===== src/rtl/mips_pkg.sv =====
// Shared definitions for the fetch slice: datapath width, memory depth,
// reset vector and the fetch FSM state encoding.
package mips_pkg;

    localparam int          MIPS_WIDTH    = 32;
    localparam int          MIPS_DEPTH    = 256;
    localparam logic [31:0] MIPS_RESET_PC = 32'h0000_0000;

    typedef enum logic [1:0] {
        ST_IDLE = 2'd0,
        ST_RUN  = 2'd1,
        ST_HALT = 2'd2
    } fetch_state_e;

    // Highest word-aligned byte address inside a memory of `depth` words.
    function automatic int pc_max(input int depth);
        return depth * 4 - 4;
    endfunction

endpackage


===== src/rtl/pc_fetch_unit_if.sv =====
// Control and status bundle between the fetch unit and its controller.
// The controller is the master; the fetch unit is the slave.
interface pc_fetch_unit_if #(
    parameter int WIDTH = mips_pkg::MIPS_WIDTH
);
    logic             start;
    logic             stall;
    logic             branch;
    logic [WIDTH-1:0] imm_ext;
    logic             jump;
    logic [25:0]      jump_target;
    logic [WIDTH-1:0] pc_A;
    logic [WIDTH-1:0] pc_plus4;
    logic             running;
    logic             halted;
    logic             range_err;
    logic [31:0]      fetch_count;

    modport master (
        output start, stall, branch, imm_ext, jump, jump_target,
        input  pc_A, pc_plus4, running, halted, range_err, fetch_count
    );

    modport slave (
        input  start, stall, branch, imm_ext, jump, jump_target,
        output pc_A, pc_plus4, running, halted, range_err, fetch_count
    );
endinterface


===== src/rtl/npc_logic.sv =====
// Next-PC selection (jump over branch over sequential) and the check that
// the selected address lies inside instruction memory.
module npc_logic
    import mips_pkg::*;
#(
    parameter int WIDTH = MIPS_WIDTH,
    parameter int DEPTH = MIPS_DEPTH
) (
    input  logic [WIDTH-1:0] pc_plus4,
    input  logic             branch,
    input  logic [WIDTH-1:0] imm_ext,
    input  logic             jump,
    input  logic [25:0]      jump_target,
    output logic [WIDTH-1:0] npc,
    output logic             out_of_range
);

    localparam logic [WIDTH-1:0] PC_MAX = WIDTH'(pc_max(DEPTH));

    // Select the candidate PC and flag it when it falls past the last word.
    always_comb begin
        npc = pc_plus4;
        if (jump) begin
            npc = {pc_plus4[WIDTH-1:28], jump_target, 2'b00};
        end else if (branch) begin
            npc = pc_plus4 + (imm_ext << 2);
        end
        out_of_range = (npc > PC_MAX);
    end

endmodule


===== src/rtl/pc_fetch_unit.sv =====
// Program-counter fetch unit: IDLE/RUN/HALT control, the PC register and
// a count of fetches that actually advanced the PC.
module pc_fetch_unit
    import mips_pkg::*;
#(
    parameter int               WIDTH    = MIPS_WIDTH,
    parameter int               DEPTH    = MIPS_DEPTH,
    parameter logic [WIDTH-1:0] RESET_PC = WIDTH'(MIPS_RESET_PC)
) (
    input logic         clk,
    input logic         rst_n,
    pc_fetch_unit_if.slave bus
);

    fetch_state_e     state_q, state_d;
    logic [WIDTH-1:0] pc_q, pc_d;
    logic [31:0]      count_q, count_d;
    logic             err_q, err_d;

    logic [WIDTH-1:0] pc_plus4;
    logic [WIDTH-1:0] npc;
    logic             out_of_range;

    assign pc_plus4 = pc_q + WIDTH'(4);

    npc_logic #(
        .WIDTH (WIDTH),
        .DEPTH (DEPTH)
    ) u_npc (
        .pc_plus4     (pc_plus4),
        .branch       (bus.branch),
        .imm_ext      (bus.imm_ext),
        .jump         (bus.jump),
        .jump_target  (bus.jump_target),
        .npc          (npc),
        .out_of_range (out_of_range)
    );

    // Decide the next state, PC, fetch count and sticky error.
    always_comb begin
        // NOTE: every variable gets its hold value first so no path leaves it unassigned (no latch).
        state_d = state_q;
        pc_d    = pc_q;
        count_d = count_q;
        err_d   = err_q;
        case (state_q)
            ST_IDLE: begin
                if (bus.start) begin
                    state_d = ST_RUN;
                    pc_d    = RESET_PC;
                end
            end
            ST_RUN: begin
                if (!bus.stall) begin
                    if (out_of_range) begin
                        state_d = ST_HALT;
                        err_d   = 1'b1;
                    end else if (npc == pc_q) begin
                        state_d = ST_HALT;
                    end else begin
                        pc_d    = npc;
                        count_d = count_q + 32'd1;
                    end
                end
            end
            ST_HALT: begin
                if (bus.start) begin
                    state_d = ST_RUN;
                    pc_d    = RESET_PC;
                    count_d = '0;
                    err_d   = 1'b0;
                end
            end
            default: begin
                state_d = ST_IDLE;
                pc_d    = RESET_PC;
                count_d = '0;
                err_d   = 1'b0;
            end
        endcase
    end

    // State, PC, counter and error registers; reset acts immediately.
    always_ff @(posedge clk or negedge rst_n) begin
        // NOTE: registered state is updated with non-blocking assignments only.
        if (!rst_n) begin
            state_q <= ST_IDLE;
            pc_q    <= RESET_PC;
            count_q <= '0;
            err_q   <= 1'b0;
        end else begin
            state_q <= state_d;
            pc_q    <= pc_d;
            count_q <= count_d;
            err_q   <= err_d;
        end
    end

    assign bus.pc_A        = pc_q;
    assign bus.pc_plus4    = pc_plus4;
    assign bus.running     = (state_q == ST_RUN);
    assign bus.halted      = (state_q == ST_HALT);
    assign bus.range_err   = err_q;
    assign bus.fetch_count = count_q;

endmodule


===== src/flat_wrapper.sv =====
// flat-port wrapper written by rule: the top's interface ports become plain ports
module pc_fetch_unit_flat import mips_pkg::*;
#(
    parameter int               WIDTH    = MIPS_WIDTH,
    parameter int               DEPTH    = MIPS_DEPTH,
    parameter logic [WIDTH-1:0] RESET_PC = WIDTH'(MIPS_RESET_PC)
)
  (clk, rst_n, bus_start, bus_stall, bus_branch, bus_imm_ext, bus_jump, bus_jump_target, bus_pc_A, bus_pc_plus4, bus_running, bus_halted, bus_range_err, bus_fetch_count);
  pc_fetch_unit_if #(.WIDTH(WIDTH)) bus_i ();
  input logic clk;
  input logic rst_n;
  input wire logic [$bits(bus_i.start)-1:0] bus_start;
  input wire logic [$bits(bus_i.stall)-1:0] bus_stall;
  input wire logic [$bits(bus_i.branch)-1:0] bus_branch;
  input wire logic [$bits(bus_i.imm_ext)-1:0] bus_imm_ext;
  input wire logic [$bits(bus_i.jump)-1:0] bus_jump;
  input wire logic [$bits(bus_i.jump_target)-1:0] bus_jump_target;
  output wire logic [$bits(bus_i.pc_A)-1:0] bus_pc_A;
  output wire logic [$bits(bus_i.pc_plus4)-1:0] bus_pc_plus4;
  output wire logic [$bits(bus_i.running)-1:0] bus_running;
  output wire logic [$bits(bus_i.halted)-1:0] bus_halted;
  output wire logic [$bits(bus_i.range_err)-1:0] bus_range_err;
  output wire logic [$bits(bus_i.fetch_count)-1:0] bus_fetch_count;
  assign bus_i.start = bus_start;
  assign bus_i.stall = bus_stall;
  assign bus_i.branch = bus_branch;
  assign bus_i.imm_ext = bus_imm_ext;
  assign bus_i.jump = bus_jump;
  assign bus_i.jump_target = bus_jump_target;
  assign bus_pc_A = bus_i.pc_A;
  assign bus_pc_plus4 = bus_i.pc_plus4;
  assign bus_running = bus_i.running;
  assign bus_halted = bus_i.halted;
  assign bus_range_err = bus_i.range_err;
  assign bus_fetch_count = bus_i.fetch_count;
  pc_fetch_unit #(.WIDTH(WIDTH), .DEPTH(DEPTH), .RESET_PC(RESET_PC)) u_core (.clk(clk), .rst_n(rst_n), .bus(bus_i));
endmodule

===== config.mk =====
export PLATFORM = sky130hd
export DESIGN_NAME = pc_fetch_unit_flat
export DESIGN_NICKNAME = d
export VERILOG_FILES = /design/src/rtl/mips_pkg.sv /design/src/rtl/pc_fetch_unit_if.sv /design/src/rtl/npc_logic.sv /design/src/rtl/pc_fetch_unit.sv /design/src/flat_wrapper.sv
export SDC_FILE = /design/constraint.sdc
export NUM_CORES = 1
export LEC_CHECK = 0
export CORE_MARGIN = 10
export CORE_UTILIZATION = 43
export DETAILED_ROUTE_END_ITERATION = 7
export PLACE_DENSITY = 0.77
export SYNTH_ARGS = -nofsm -noshare
export SYNTH_HDL_FRONTEND = slang
export SYNTH_SLANG_ARGS = --single-unit

===== constraint.sdc =====
create_clock -name clk -period 6.3 [get_ports clk]
set_input_delay 0.63 -clock clk [delete_from_list [all_inputs] [get_ports clk]]
set_output_delay 0.63 -clock clk [all_outputs]
set_load 0.05 [all_outputs]

## Word-level counts from Yosys, hierarchy flattened

Index checks and enable logic that the tools add are counted.
Widths: inputs -> output; s select.

- Memories: 0
- ROM bits: 0
- Logic and storage cells: 45
- Flip-flop bits (word level): 67
- Output and inout port bits: 99
- Bits in latches: 0
- Memory bits (writable): 0
- Bits of input ports: 64

- Add/subtract/negate cells: 3
- Bitwise operators: 1
- Mux-type cells: 20
- Reductions and logical operators: 6
- Div/mod/pow operators: 0
- Shift-type cells: 0
- Multiply operators: 0
- Eq/ne operators: 10
- Order comparisons: 1

Operators by type and width:

| cell | number |
|---|---|
| $mux 32 | 9 |
| $pmux 32 s3 | 1 |
| $pmux 32 s2 | 1 |
| $add 32x1->32 const B | 1 |
| $add 32x3->32 const B | 1 |
| $add 32x32->32 | 1 |
| $eq 32x32->1 | 1 |
| $gt 32x10->1 const B | 1 |
| $mux 2 | 4 |
| $ne 2x2->1 const B | 4 |
| $reduce_and 4->1 | 2 |
| $reduce_and 5->1 | 1 |
| $ne 2x1->1 const B | 2 |
| $pmux 2 s2 | 1 |
| $mux 1 | 3 |
| $ne 3x1->1 const B | 1 |
| $pmux 1 s3 | 1 |
| $reduce_and 3->1 | 1 |
| $eq 2x1->1 const B | 1 |
| $eq 2x2->1 const B | 1 |
| $logic_not 2->1 | 1 |
| $reduce_or 2->1 | 1 |
| $not 1->1 | 1 |

## Depth between registers and ports, before layout

- Word-level depth: 9
- Mapped depth: 22

## Cells and area by module

A second synthesis with hierarchy kept.

- Cell total of the unflattened synthesis: 797
- Area, all modules: 6512.5 um2

By module, submodules not included:

| module | sequential area each (um2) | instances | area each (um2) | cells each |
|---|---|---|---|---|
| pc_fetch_unit | 1676.6 | 1 | 4300.4 | 463 |
| npc_logic | 0.0 | 1 | 2212.1 | 334 |

## Least setup slack after synthesis

OpenSTA, ideal clock, no wires.

- Path type: flip-flop to flip-flop
- Start point: reg u_core.pc_q[2], in the netlist u_core.bus.pc_A[2]
- End point: reg u_core.pc_q[0], in the netlist u_core.bus.pc_A[0]
- Arrival time: 6.431 ns
- Clock period less this slack: 6.551 ns
- Buffers on the path: 3
- Library setup time: 0.120 ns
- Setup slack: -0.251 ns
- Stages on the path, launching flop included: 22
- Cells stage by stage: dfrtp_1 ha_1 nand3_1 nor2_1 clkbuf_1 nand3_1 xnor2_1 ha_1 buf_2 and4_1 clkbuf_2 a2111o_1 o22ai_2 mux2_2 nor4_4 nor2_1 xor2_1 a211oi_1 nand3_1 nor2_2 or4b_1 and3_1

- Cells in the longest elaborated chain, start to end: 7

Ends and longest elaborated chain:

| what | RTL line | source |
|---|---|---|
| from (decl) | pc_fetch_unit.sv:16 | `logic [WIDTH-1:0] pc_q, pc_d;` |
| from (signal assigned) | pc_fetch_unit.sv:93 | `pc_q <= pc_d;` |
| $add 32x3->32 * | pc_fetch_unit.sv:24 | `assign pc_plus4 = pc_q + WIDTH'(4);` |
| via bus_pc_plus4[26] | flat_wrapper.sv:19 | `output wire logic [$bits(bus_i.pc_plus4)-1:0] bus_pc_plus4;` |
| $add 32x32->32 | npc_logic.sv:26 | `npc = pc_plus4 + (imm_ext << 2);` |
| $mux 32 * | npc_logic.sv:25 | `end else if (branch) begin` |
| $mux 32 * | npc_logic.sv:23 | `if (jump) begin` |
| $gt 32x10->1 or $eq 32x32->1 (tied branches) | npc_logic.sv:28, pc_fetch_unit.sv:58 |  |
| $ne 2x2->1 (no source line) | n/a |  |
| $reduce_and 4->1 (no source line) * | n/a |  |

The timed path passes the listed nets; every way through them passes the cells marked *.
A chain may end at the register's enable or synchronous reset.

## Worst setup path in the final report

- Start point: reg u_core.pc_q[2], in the netlist u_core.bus.pc_A[2]
- End point: reg u_core.pc_q[0], in the netlist u_core.bus.pc_A[0]

- Cells in the longest elaborated chain, start to end: 7

Ends and longest elaborated chain:

| what | RTL line |
|---|---|
| $add 32x3->32 | pc_fetch_unit.sv:24 |
| $add 32x32->32 | npc_logic.sv:26 |
| $mux 32 | npc_logic.sv:25 |
| $mux 32 | npc_logic.sv:23 |
| $gt 32x10->1 or $eq 32x32->1 (tied branches) | npc_logic.sv:28, pc_fetch_unit.sv:58 |
| $ne 2x2->1 (no source line) | n/a |
| $reduce_and 4->1 (no source line) * | n/a |

Mark *: on every way between the ends. The rest lies on a longest branch, timed or not.

==> metrics.md <==
| Metric | Value |
|---|---|
| Largest area contributor in the netlist | dfrtp_1 |
| DR vias | 10.2k |
| Compound-cell area share of the yosys netlist | 25.8% |
| Adder-Cell Fraction of Synth Area | 5.54% |
| CP cell instances | ha_1 -> nand3_1 -> nor4_1 -> buf_4 -> and3_1 -> xnor2_1 -> ha_1 -> nand2_1 -> o21ai_0 -> a21oi_1 -> o21ai_0 -> o21ai_0 -> a31oi_1 -> o211ai_1 -> a2111oi_4 -> nand3_1 -> nor2_2 -> or4b_1 -> and3_1 |
| Non-Filler Instances | 1566 |
| Ys Warns | 0 |
| Seq. cell area | 0.00168 mm^2 |
| Cells on worst reg2reg path | 19 |
| Row count | 51 |
| Filler Cell Count | 1816 |
| R2r startpoint | u_core.bus.pc_A[2] |
| Number of synthesized flops with an enable pin | 0 |
| I/O pins | 163 |
| Nets | 1397 |
| Area Overhead vs Synth | 30.2% |
| Reg-to-reg slack, setup | 260 ps |
| Unrepaired setup endpoints after global routing | false |
| Post-route minimum period | 6040 ps |
| Post-Synth Simple-Gate Area | 33.0% |
| Final hold violation count | 0 |
| Async set-reset flop share out of synthesis | 100% |
| Required time worst endpoint | 6530 ps |
| Setup crit start | u_core.bus.pc_A[2] |
| Drt wl/cell | 24.2 um |
| Worst min path class | in2async |
| F_max | 166 MHz |
| Worst VDD drop | 134 uV |
| Worst Max-Slew Pin Slew | 1090 ps |
| Critical Path AT | 6270 ps |
| CTS sink cnt | 67 |
| Leak | 4.70 nW |
| Setup Skew | 6.11 ps |
| Number of diodes | 0 |
| Mapped cell area | 0.00849 mm^2 |
| MaxCap Viol Count | 0 |
| Critical Path Max Stage Delay | 650 ps |
| Fin crit share | 95.9% |
| Drt first pass iters | 6 |
| Die Area | 0.0258 mm^2 |
| DRT iter0 DRCs | 1174 |
| Most used DFF post-synth | dfrtp_1 |
| Crit Path Max Fanout | 8 |
| Share of layout cells above drive strength 1 | 13.3% |
| H-Tree Depth | 3 |
| Clock tree root buffer cell | clkbuf_16 |
| Global-route wire length before repair | 58700 um |
| Clock buffer depth | 2 |
| Largest family of logic cells by synthesized area | simple AND/OR/NAND/NOR gates |
| Die Span X | 161 um |
| Dpl hpwl | 30300 um |
| Routed Antenna Nets | 0 |
| Worst R2R End | u_core.bus.pc_A[0] |
| Critical Path Sink Type | register |
| Worst path slowest cell | nor4_1 |
| Avg Cell Area, Syn | 7.63 um^2 |
| Syn_nets | 1214 |
| Antenna violations before repair | 1 |
| Initial core utilization | 43.6% |
| Total power | 1.32 mW |
| Total gr overflow | 0 |
| Dpl cell area | 0.0108 mm^2 |
| CP Class | reg2reg |
| Most used cell, CP | o21ai_0 |
| CTS tree | done |
| Post-synth top area share | 19.7% |
| GP Congestion | 1.02 |
| Distinct cell type count after synthesis | 96 |
| Synth top area cells | dfrtp_1 (20%), ha_1 (5.3%), nand2_1 (4.8%), xnor2_1 (4.4%), a21oi_1 (4.1%) |
| CP bufs+invs | 1 |
| Cell count after synthesis | 1113 |
| Pwr dens | 119 mW/mm^2 |
| Drt total wl | 37800 um |
| Final Cell Area | 0.0111 mm^2 |
| Setup-failing EPs final | 0 |
| Final Max Slew Viols | 0 |
| Worst rel slew slack | 27.3% |
| I/O Buffers | 160 |
| Largest net degree at the start of global routing | 68 |
| Worst path top cell family by delay | simple AND/OR/NAND/NOR gates |
| Area of the multi-input gates | 0.00638 mm^2 |
| Die H | 161 um |
| Final core occ | 56.8% |
| Clk Latency, worst-skew pair | 340 ps |
| Status | finished, final reports clean |
| Multiplexer share of the synthesized area | 3.71% |
| #FFs+latches synth | 67 |
| Total negative slack | 0 ps |
| CTS Hold Bufs | 0 |
| XOR/XNOR Fraction of Synth Area | 6.48% |
| Core area | 0.0195 mm^2 |
| Via density | 6.52 |
| Remaining DRCs | 0 |
| Worst-path clk slew | 60 ps |
| Vias in the first global route | 9694 |
| Num CTS Buffers | 9 |
| Post-synthesis sequential area ratio | 19.7% |
| Setup crit start kind | register |
| Cell total after placement | 1550 |
| GR Util All Layers | 28.4% |
-- layer usage --
metal  global-route usage, %  up-vias  routed length, um
li1                        -     4609                  -
met1                    37.9     4846              15600
met2                    44.5      652              16900
met3                    6.26       94               4050
met4                    8.85        2               1300
met5                       0        -                 12
-- registers in the layout, summed over array words and instances, names as in the netlist --
signal / flops
u_core.bus.range_err: 1
u_core.bus.pc_A: 32
u_core.state_q: 2
u_core.bus.fetch_count: 32
-- what timing repair did --
item / CTS / global route
gates resized for setup: 0 / 3
endpoints found under the setup margin: 0 / 30
setup buffers: 0 / 0
-- cells by family after synthesis --
family                     Yosys count
AOI/OAI and AO/OA                  307
xor gates and xnor gates            62
adders and majority gates           37
buffers and inverters              107
DFF                                 67
muxes                               30
and+or+nand+nor                    503
-- layout by cell type, fill, tap and decap left out, drive strengths merged, types with 7 or more instances in the layout --
cell / netlist / layout
a2111oi: 14 / 14
a211oi: 8 / 8
a21o: 9 / 9
a21oi: 72 / 72
a31o: 7 / 7
a31oi: 22 / 22
a41o: 9 / 9
and2: 13 / 13
and3: 53 / 53
and4: 9 / 9
buf: 42 / 94
clkbuf: 39 / 9
clkdlybuf4s50: 0 / 159
dfrtp: 67 / 67
ha: 36 / 36
inv: 26 / 26
mux2: 9 / 9
mux2i: 21 / 21
nand2: 110 / 110
nand2b: 23 / 23
nand3: 44 / 44
nand4: 51 / 51
nor2: 89 / 89
nor3: 32 / 32
nor4: 25 / 25
o2111ai: 9 / 9
o211ai: 17 / 17
o21a: 7 / 7
o21ai: 51 / 51
o22ai: 9 / 9
o31ai: 8 / 8
or2: 7 / 7
or3: 10 / 10
or4: 8 / 8
xnor2: 44 / 44
xor2: 18 / 18
-- power by group --
group          internal, mW  switching [mW]
Combinational         0.151           0.269
Clock                 0.263           0.194
Sequential            0.436         0.00726
-- stage by stage --
step / hold slack [ps] / worst slack, ps
5_1_grt: 566 / 10.5
6_report: 478 / 258
2_1_floorplan: 334 / 12.7
3_5_place_dp: 536 / 252
4_1_cts: 521 / 200
3_3_place_gp: 518 / 366
-- worst max-delay path by stage --
stage                                     end  cells after the start
floorplan           u_core.bus.fetch_count[5]                     20
global placement    u_core.bus.fetch_count[0]                     20
detailed placement  u_core.bus.fetch_count[0]                     20
CTS                 u_core.bus.fetch_count[0]                     20
global route              u_core.bus.pc_A[22]                     17
finish                     u_core.bus.pc_A[0]                     19
-- synthesized netlist by cell type (21+ instances only) --
| cell type | n |
|---|---|
| a21oi_1 | 69 |
| a31oi_1 | 22 |
| and3_1 | 53 |
| buf_2 | 34 |
| clkbuf_1 | 38 |
| dfrtp_1 | 67 |
| ha_1 | 36 |
| inv_1 | 25 |
| mux2i_1 | 21 |
| nand2_1 | 109 |
| nand2b_1 | 23 |
| nand3_1 | 41 |
| nand4_1 | 50 |
| nor2_1 | 87 |
| nor3_1 | 32 |
| o21ai_0 | 42 |
| xnor2_1 | 43 |
-- cell type report --
cell class / instances / area share [%]
clock buffers: 9 / 2.04
clock inverters: 7 / 0.407
inverters: 26 / 0.883
multi-input cells: 939 / 57.8
flip-flops and latches: 67 / 15.2
well taps: 265 / 3.00
repair buffers: 253 / 20.8
-- worst register-to-register path, stage by stage (launching register included) --
cell	delay, ps
dfrtp_1	350
ha_1	240
nand3_1	190
nor4_1	650
buf_4	220
and3_1	200
xnor2_1	160
ha_1	450
nand2_1	120
o21ai_0	440
a21oi_1	190
o21ai_0	220
o21ai_0	190
a31oi_1	440
o211ai_1	260
a2111oi_4	300
nand3_1	290
nor2_2	300
or4b_1	510
and3_1	200
Note: power is estimated with default switching activity, not from simulation.
